**src/rtl/arith_pkg.sv**
```systemverilog
// Shared arithmetic definitions for the S3 bit-chain datapaths.
// Holds default widths and the single-bit borrow cell.
package arith_pkg;

    localparam int DEF_N     = 32;
    localparam int DEF_SLICE = 8;

    typedef struct packed {
        logic bo;
        logic d;
    } sub_res_t;

    function automatic sub_res_t sub_bit(
        input logic a,
        input logic b,
        input logic bi
    );
        sub_res_t r;
        r.d  = a ^ b ^ bi;
        r.bo = (~a & b) | (~a & bi) | (b & bi);
        return r;
    endfunction

endpackage

```
**src/rtl/rbs_32bit_pipe_if.sv**
```systemverilog
// Operand/result handshake bundle for the pipelined subtractor.
// master = operand source / result consumer, slave = subtractor.
interface rbs_32bit_pipe_if
    import arith_pkg::*;
#(
    parameter int N = DEF_N
);

    logic         in_valid;
    logic         in_ready;
    logic [N-1:0] input_a;
    logic [N-1:0] input_b;
    logic         borrowin;
    logic         out_valid;
    logic         out_ready;
    logic [N-1:0] diff;
    logic         borrowout;
    logic         overflow;

    modport master (
        output in_valid,
        output input_a,
        output input_b,
        output borrowin,
        output out_ready,
        input  in_ready,
        input  out_valid,
        input  diff,
        input  borrowout,
        input  overflow
    );

    modport slave (
        input  in_valid,
        input  input_a,
        input  input_b,
        input  borrowin,
        input  out_ready,
        output in_ready,
        output out_valid,
        output diff,
        output borrowout,
        output overflow
    );

endinterface

```
**src/rtl/rbs_slice.sv**
```systemverilog
// Combinational SLICE-bit ripple-borrow chain.
// One instance per pipeline stage of rbs_32bit_pipe.
module rbs_slice
    import arith_pkg::*;
#(
    parameter int SLICE = DEF_SLICE
) (
    input  logic [SLICE-1:0] a,
    input  logic [SLICE-1:0] b,
    input  logic             bi,
    output logic [SLICE-1:0] d,
    output logic             bo
);

    always_comb begin
        sub_res_t r;
        logic     br;
        d  = '0;
        br = bi;
        for (int i = 0; i < SLICE; i++) begin
            r    = sub_bit(a[i], b[i], br);
            d[i] = r.d;
            br   = r.bo;
        end
        bo = br;
    end

endmodule

```
**src/rtl/rbs_32bit_pipe.sv**
```systemverilog
// Pipelined ripple-borrow subtractor, SLICE bits resolved per stage.
// Stage registers carry partial diff, operands, borrow and sign info.
module rbs_32bit_pipe
    import arith_pkg::*;
#(
    parameter int N     = DEF_N,
    parameter int SLICE = DEF_SLICE
) (
    input  logic                clk,
    input  logic                rst_n,
    rbs_32bit_pipe_if.slave     bus
);

    localparam int STAGES = N / SLICE;

    logic [STAGES-1:0] v_q;
    logic [STAGES-1:0] v_d;
    logic [N-1:0]      diff_q [STAGES];
    logic [N-1:0]      diff_d [STAGES];
    logic [N-1:0]      a_q    [STAGES];
    logic [N-1:0]      a_d    [STAGES];
    logic [N-1:0]      b_q    [STAGES];
    logic [N-1:0]      b_d    [STAGES];
    logic [STAGES-1:0] bor_q;
    logic [STAGES-1:0] bor_d;
    logic [STAGES-1:0] amsb_q;
    logic [STAGES-1:0] amsb_d;
    logic [STAGES-1:0] sgn_q;
    logic [STAGES-1:0] sgn_d;

    logic [STAGES-1:0] adv;
    logic              accept;

    logic [STAGES-1:0] up_v;
    logic [STAGES-1:0] up_bi;
    logic [STAGES-1:0] up_amsb;
    logic [STAGES-1:0] up_sgn;
    logic [N-1:0]      up_a    [STAGES];
    logic [N-1:0]      up_b    [STAGES];
    logic [N-1:0]      up_diff [STAGES];
    logic [N-1:0]      st_diff [STAGES];
    logic [SLICE-1:0]  sl_d    [STAGES];
    logic [STAGES-1:0] sl_bo;
    logic [STAGES-1:0] unused_ab;

    // Advance ripples back from the output so bubbles collapse under stall.
    always_comb begin
        logic nxt;
        adv = '0;
        nxt = !v_q[STAGES-1] || bus.out_ready;
        adv[STAGES-1] = nxt;
        for (int k = STAGES - 2; k >= 0; k--) begin
            nxt    = !v_q[k] || nxt;
            adv[k] = nxt;
        end
    end

    assign bus.in_ready = adv[0];
    assign accept       = bus.in_valid && adv[0];

    for (genvar k = 0; k < STAGES; k++) begin : g_stage
        localparam logic [N-1:0] MSK =
            {{(N-SLICE){1'b0}}, {SLICE{1'b1}}} << (k * SLICE);

        if (k == 0) begin : g_head
            assign up_v[k]    = accept;
            assign up_a[k]    = bus.input_a;
            assign up_b[k]    = bus.input_b;
            assign up_bi[k]   = bus.borrowin;
            assign up_amsb[k] = bus.input_a[N-1];
            assign up_sgn[k]  = bus.input_a[N-1] ^ bus.input_b[N-1];
            assign up_diff[k] = '0;
        end else begin : g_body
            assign up_v[k]    = v_q[k-1];
            assign up_a[k]    = a_q[k-1];
            assign up_b[k]    = b_q[k-1];
            assign up_bi[k]   = bor_q[k-1];
            assign up_amsb[k] = amsb_q[k-1];
            assign up_sgn[k]  = sgn_q[k-1];
            assign up_diff[k] = diff_q[k-1];
        end

        rbs_slice #(
            .SLICE (SLICE)
        ) u_slice (
            .a  (up_a[k][k*SLICE +: SLICE]),
            .b  (up_b[k][k*SLICE +: SLICE]),
            .bi (up_bi[k]),
            .d  (sl_d[k]),
            .bo (sl_bo[k])
        );

        assign st_diff[k] = (up_diff[k] & ~MSK)
                          | ({{(N-SLICE){1'b0}}, sl_d[k]} << (k * SLICE));

        // Operand bits below the current slice are dead once resolved.
        assign unused_ab[k] = ^{a_q[k], b_q[k]};
    end

    always_comb begin
        v_d    = v_q;
        diff_d = diff_q;
        a_d    = a_q;
        b_d    = b_q;
        bor_d  = bor_q;
        amsb_d = amsb_q;
        sgn_d  = sgn_q;
        for (int k = 0; k < STAGES; k++) begin
            if (adv[k]) begin
                v_d[k] = up_v[k];
                if (up_v[k]) begin
                    diff_d[k] = st_diff[k];
                    a_d[k]    = up_a[k];
                    b_d[k]    = up_b[k];
                    bor_d[k]  = sl_bo[k];
                    amsb_d[k] = up_amsb[k];
                    sgn_d[k]  = up_sgn[k];
                end
            end
        end
    end

    always_ff @(posedge clk or negedge rst_n) begin
        if (!rst_n) begin
            v_q    <= '0;
            bor_q  <= '0;
            amsb_q <= '0;
            sgn_q  <= '0;
            for (int k = 0; k < STAGES; k++) begin
                diff_q[k] <= '0;
                a_q[k]    <= '0;
                b_q[k]    <= '0;
            end
        end else begin
            v_q    <= v_d;
            diff_q <= diff_d;
            a_q    <= a_d;
            b_q    <= b_d;
            bor_q  <= bor_d;
            amsb_q <= amsb_d;
            sgn_q  <= sgn_d;
        end
    end

    assign bus.out_valid = v_q[STAGES-1];
    assign bus.diff      = diff_q[STAGES-1];
    assign bus.borrowout = bor_q[STAGES-1];
    assign bus.overflow  = sgn_q[STAGES-1]
                        && (diff_q[STAGES-1][N-1] != amsb_q[STAGES-1]);

endmodule
```
**src/flat_wrapper.sv**
```systemverilog
// flat-port wrapper written by rule: the top's interface ports become plain ports
module rbs_32bit_pipe_flat import arith_pkg::*;
#(
    parameter int N     = DEF_N,
    parameter int SLICE = DEF_SLICE
)
  (clk, rst_n, bus_in_valid, bus_input_a, bus_input_b, bus_borrowin, bus_out_ready, bus_in_ready, bus_out_valid, bus_diff, bus_borrowout, bus_overflow);
  rbs_32bit_pipe_if #(.N(N)) bus_i ();
  input  logic clk;
  input  logic rst_n;
  input wire logic [$bits(bus_i.in_valid)-1:0] bus_in_valid;
  input wire logic [$bits(bus_i.input_a)-1:0] bus_input_a;
  input wire logic [$bits(bus_i.input_b)-1:0] bus_input_b;
  input wire logic [$bits(bus_i.borrowin)-1:0] bus_borrowin;
  input wire logic [$bits(bus_i.out_ready)-1:0] bus_out_ready;
  output wire logic [$bits(bus_i.in_ready)-1:0] bus_in_ready;
  output wire logic [$bits(bus_i.out_valid)-1:0] bus_out_valid;
  output wire logic [$bits(bus_i.diff)-1:0] bus_diff;
  output wire logic [$bits(bus_i.borrowout)-1:0] bus_borrowout;
  output wire logic [$bits(bus_i.overflow)-1:0] bus_overflow;
  assign bus_i.in_valid = bus_in_valid;
  assign bus_i.input_a = bus_input_a;
  assign bus_i.input_b = bus_input_b;
  assign bus_i.borrowin = bus_borrowin;
  assign bus_i.out_ready = bus_out_ready;
  assign bus_in_ready = bus_i.in_ready;
  assign bus_out_valid = bus_i.out_valid;
  assign bus_diff = bus_i.diff;
  assign bus_borrowout = bus_i.borrowout;
  assign bus_overflow = bus_i.overflow;
  rbs_32bit_pipe #(.N(N), .SLICE(SLICE)) u_core (.clk(clk), .rst_n(rst_n), .bus(bus_i));
endmodule
```
**config.mk**
```make
export PLATFORM = sky130hd
export DESIGN_NAME = rbs_32bit_pipe_flat
export DESIGN_NICKNAME = d
export VERILOG_FILES = /design/src/rtl/arith_pkg.sv /design/src/rtl/rbs_32bit_pipe_if.sv /design/src/rtl/rbs_slice.sv /design/src/rtl/rbs_32bit_pipe.sv /design/src/flat_wrapper.sv
export SDC_FILE = /design/constraint.sdc
export NUM_CORES = 1
export LEC_CHECK = 0
export CORE_ASPECT_RATIO = 1.4
export CORE_MARGIN = 2
export CORE_UTILIZATION = 44
export CTS_CLUSTER_SIZE = 8
export DETAILED_ROUTE_END_ITERATION = 6
export GPL_TIMING_DRIVEN = 0
export PLACE_DENSITY = 0.7
export SETUP_SLACK_MARGIN = 0.05
export SYNTH_ARGS = -nofsm -noshare
export SYNTH_HDL_FRONTEND = slang
export SYNTH_SLANG_ARGS = --single-unit
```
**constraint.sdc**
```tcl
create_clock -name clk -period 5.9 [get_ports clk]
set_input_delay 0.59 -clock clk [delete_from_list [all_inputs] [get_ports clk]]
set_output_delay 0.59 -clock clk [all_outputs]
set_load 0.02 [all_outputs]
```
# Word-level counts from Yosys, hierarchy flattened
# Cells that the tools add are included.
# word_totals
ff_bits	288
latch_bits	0
wordCells	301
n_memories	0
mem_bits_ro	0
in_bits	69
ram_bits	0
out_inout_bits	36
# op_classes
n_div	0
n_reduce_logical	14
add_sub_neg	0
mux	0
bitwise	260
magnitude_cmp	0
multipliers	0
n_eq_ne	1
n_shift	0
# ops
op	n
1-bit bitwise AND	96
1-bit bitwise XOR	65
1-bit bitwise OR	64
1-bit NOT	32
24-bit by 32-bit bitwise OR with 32-bit output	1
16-bit by 24-bit bitwise OR with 24-bit output	1
8-bit by 16-bit bitwise OR with 16-bit output	1
2-bit AND reduction	4
1-bit logical NOT	4
1-bit logical OR	4
1-bit logical AND	2
1-bit != test	1

# Logic depth before layout (Yosys ltp)
# logic_depth
ltp_word	25
mapped_depth	12
depth_no_buf	12

# Cells and area by module
# A second synthesis with hierarchy kept.
# unflattened
hier_cells	544
area_unflattened_um2	8255.4
# by_module_without_submodules
module	instances	seq_area_each_um2	cells_per_inst	area_each_um2
rbs_32bit_pipe	1	4729.5	440	7344.5
rbs_slice	4	0.0	26	227.7

# Worst setup path after synthesis
# Ideal clock, no wire load.
# synth_timing
path_kind	reg2reg
from	reg u_core.bor_q[0]
to	reg u_core.diff_q[79] (netlist bit)
slack_ps	1769
path_buffers	0
setup_ps	125
stages_incl_launch_ff	13
t_required_ps	5775
t_arrival_ps	4006
path_cell_list	dfrtp_1 inv_1 fa_1 inv_1 fa_1 fa_1 fa_1 fa_1 fa_1 fa_1 inv_1 fa_1 mux2_2
# synth_between
elab_chain_cells	23
# synth_lines
item	line	rtl
start: declaration	rbs_32bit_pipe.sv:24	logic [STAGES-1:0] bor_q;
start signal: assignment	rbs_32bit_pipe.sv:139	bor_q <= bor_d;
1-bit bitwise AND	arith_pkg.sv:20	r.bo = (~a & b) | (~a & bi) | (b & bi);
1-bit bitwise OR	arith_pkg.sv:20	
1-bit bitwise OR (*)	arith_pkg.sv:20	
1-bit bitwise AND	arith_pkg.sv:20	
1-bit bitwise OR	arith_pkg.sv:20	
1-bit bitwise OR (*)	arith_pkg.sv:20	
1-bit bitwise AND	arith_pkg.sv:20	
1-bit bitwise OR	arith_pkg.sv:20	
[8 not listed]	n/a	
1-bit bitwise OR	arith_pkg.sv:20	
1-bit bitwise OR (*)	arith_pkg.sv:20	
1-bit bitwise AND	arith_pkg.sv:20	
1-bit bitwise OR	arith_pkg.sv:20	
1-bit bitwise OR (*)	arith_pkg.sv:20	
1-bit bitwise XOR (*)	arith_pkg.sv:19	r.d = a ^ b ^ bi;
named net u_core.g_stage[1].u_slice.d[7]	rbs_slice.sv:11	output logic [SLICE-1:0] d,
8-bit by 16-bit bitwise OR with 16-bit output (*)	rbs_32bit_pipe.sv:94	| ({{(N-SLICE){1'b0}}, sl_d[k]} << (k * SLICE));
end signal: assignment	rbs_32bit_pipe.sv:136	diff_q <= diff_d;
end: declaration	rbs_32bit_pipe.sv:18	logic [N-1:0] diff_q [STAGES];
# Mark *: on every way through the listed nets, which the timed path passes. The rest lies on a longest branch.
# A chain may end at the register's enable or synchronous reset.

# Final worst setup path
# Ends and elaborated chain as after synthesis.

==> reports/qor.csv <==
metric;value;unit
cts_buffers;17;
wirelength_met1;5.82;mm
startpoint_type;register;
overflow;0;
route.detailed.drc;0;
synth_area;0.00819;mm^2
dr.pass1.iters;5;
cp_data_required_time;6.22;ns
vdd_drop_max;0.000191;V
tightest_slew;0.731;ns
antenna_left;0;
seq_power_share;43.7;%
path_common_cell;fa_1;
postCtsSetupRepairBufs;0;
area_delta_synth_final;23.4;%
viasPerCell;4.72;
coreArea;0.0185;mm^2
switching_share;29.8;%
synthCells;544;
seq_area_frac_synth;57.7;%
min_period;4.29;ns
io_pins;105;
crit_type;register to register;
crit_arrival;4.60;ns
grt_pass1_vias;4926;
syn_avg_cell_area;15.1;um^2
total_leakage_power;4.58;nW
grt_antenna_before_repair;0;
pwr-share-comb;33.5;%
port-buffer-count;104;
final_layout_size_suffix_gt1_share;35.2;%
h-tree-depth;4;
clkLatencyLatePin;0.43;ns
cp-end-kind;register;
drv_cap;0;
wl_met3;419;um
rows;59;
power_density;451;mW/mm^2
fin_crit_sh;72.6;%
die-area;0.0197;mm^2
dr_wl_met2;7.82;mm
intPower;0.00320;W
post-route-util;54.8;%
highest_layer;met4;
grt_pass1_wl;24.2;mm
cpMaxStageDelayCell;fa_1;
fin_skew;0.0102;ns
cts.sinks;189;
p_clk_share;22.7;%
postCtsHoldBufs;0;
r2r_start;u_core.bor_q[0];
slew_violations;0;
dp_hpwl;10.5;mm
fmax;0.233;GHz
clock-root-buffer;clkbuf_16;
r2r_cells;12;
crit_chain;inv_1 > fa_1 > inv_1 > fa_1 > fa_1 > fa_1 > fa_1 > fa_1 > fa_1 > inv_1 > fa_1 > mux2_2;
vias;4368;
fin_nets;769;
max-slew-margin-rel;51.3;%
r2r_slack;1.61;ns
synthesis.nets;645;
dp.cells;893;
power;0.00456;W
wirelength;14.4;mm
path_clk_slew;0.07;ns
routedWlPerCell;15.6;um
grt_max_degree;97;
final_hold_viol_count;0;
grt_setup_unrepaired;false;
diodes;0;
setup-violations-final;0;
fin_cells;925;
fin_setup_tns;0;ns
fp.dieW;119;um
min_path_type;input port to asynchronous set/reset pin;
clock_path_buffers;2;
die_y;165;um
ys_ff_latch;189;
gp_congestion;0.725;
ctsResizeCount;0;
grt_usage;16.1;%
cts_tree;done;
yosysWarnings;0;
switching_power;0.00136;W
crit_fanout;2;
rr_endpoint;u_core.diff_q[79];
worst_path_largest_cell_delay;0.47;ns
drt_iter0_markers;171;
synth_cell_types;20;
start_util;44.4;%
outcome;complete, no violations;
whs;0.151;ns
-- worst max-delay path: cells and delay by family (launching register included) --
family     cells  cell delay (ns)
mux            1             0.27
buf+inv        3             0.23
flops          1             0.38
fa+ha+maj      8             3.30
-- how the worst max path moves through the flow --
stage	endpoint	startpoint	cells past startpoint	slack (ns)
after floorplan	u_core.diff_q[79]	u_core.bor_q[0]	12	1.77
after global placement	u_core.b_q[119]	rst_n	1	-3.12
after detailed placement	u_core.diff_q[103]	bus_borrowin	13	1.42
after CTS	u_core.diff_q[79]	u_core.bor_q[0]	12	1.55
after global routing	u_core.diff_q[79]	u_core.bor_q[0]	12	1.43
final	u_core.diff_q[79]	u_core.bor_q[0]	12	1.61
-- per-layer routing --
layer | global-route usage, % | vias up
met5 | 0 | -
met4 | 7.01 | 0
met3 | 3.09 | 22
met2 | 29.2 | 72
met1 | 18.7 | 2256
li1 | - | 2018
-- cells in the mapped netlist --
cell type  instances  area, um^2
and4b_1            1        10.0
buf_2             11        55.1
nand2_1            5        18.8
o21ai_0           14        70.1
dfrtp_1          189        4730
buf_8              2        30.0
inv_1             64         240
nand3b_1           1        7.51
nand4b_1           1        8.76
buf_6              2        22.5
mux2_2           144        1620
xor2_1             2        17.5
a21boi_4           1        18.8
mux2i_1           21         210
mux2_4            13         195
fa_1              32         641
nand2b_1           4        25.0
and2_1             1        6.26
clkbuf_1           1        3.75
buf_4             35         263
-- power groups by stage --
stage	combinational, W	sequential [W]	clock [W]
4_1_cts	0.00156	0.00200	0.00107
6_report	0.00153	0.00199	0.00104
3_3_place_gp	0.00151	0.00200	0
3_5_place_dp	0.00156	0.00203	0
5_1_grt	0.00169	0.00206	0.00112
2_1_floorplan	0.00107	0.00194	0
-- cells by family after synthesis --
group,count (synthesis),share of synthesized area (%)
AOI/OAI and AO/OA,15,1.08
and+or+nand+nor,13,0.932
xor gates and xnor gates,2,0.214
muxes,178,24.7
buffers and inverters,115,7.50
adders and majority gates,32,7.82
DFF,189,57.7
-- placed cells by master (no fill, tap or decap), types with 2 or more instances in the layout --
cell / netlist / final
clkbuf_16: 0 / 17
buf_8: 2 / 3
clkbuf_1: 1 / 3
fa_1: 32 / 32
buf_6: 2 / 2
mux2_4: 13 / 13
buf_4: 35 / 35
clkdlybuf4s50_1: 0 / 103
mux2_2: 144 / 144
o21ai_0: 14 / 14
mux2i_1: 21 / 21
xor2_1: 2 / 2
inv_1: 64 / 64
buf_2: 11 / 11
clkinv_2: 0 / 3
nand2b_1: 4 / 4
clkinv_4: 0 / 3
inv_6: 0 / 3
clkinvlp_4: 0 / 3
nand2_1: 5 / 5
dfrtp_1: 189 / 189
-- stage by stage --
step	cell area [um^2]	setup slack, ns
after floorplan	8190	1.77
after CTS	10100	1.55
after global placement	9540	-3.12
after global routing	10100	1.43
final	10100	1.61
after detailed placement	9570	1.42
-- sequential cells by signal, summed over array words and instances, names as in the netlist --
name             count
u_core.a_q          45
u_core.bor_q         4
u_core.b_q          48
u_core.v_q           4
u_core.sgn_q         4
u_core.diff_q       48
u_core.amsb_q        4
u_core.bus.diff     32
-- cell type report --
cell class,count,area [um^2]
inverter,64,240
fill,1562,8350
clock inverter,12,90.1
clock buffer,20,447
buffer,51,374
timing repair buffer,105,1070
sequential,189,4730
tap,244,305
multi-input combinational,240,2850
Note: power is estimated with default switching activity, not from simulation.
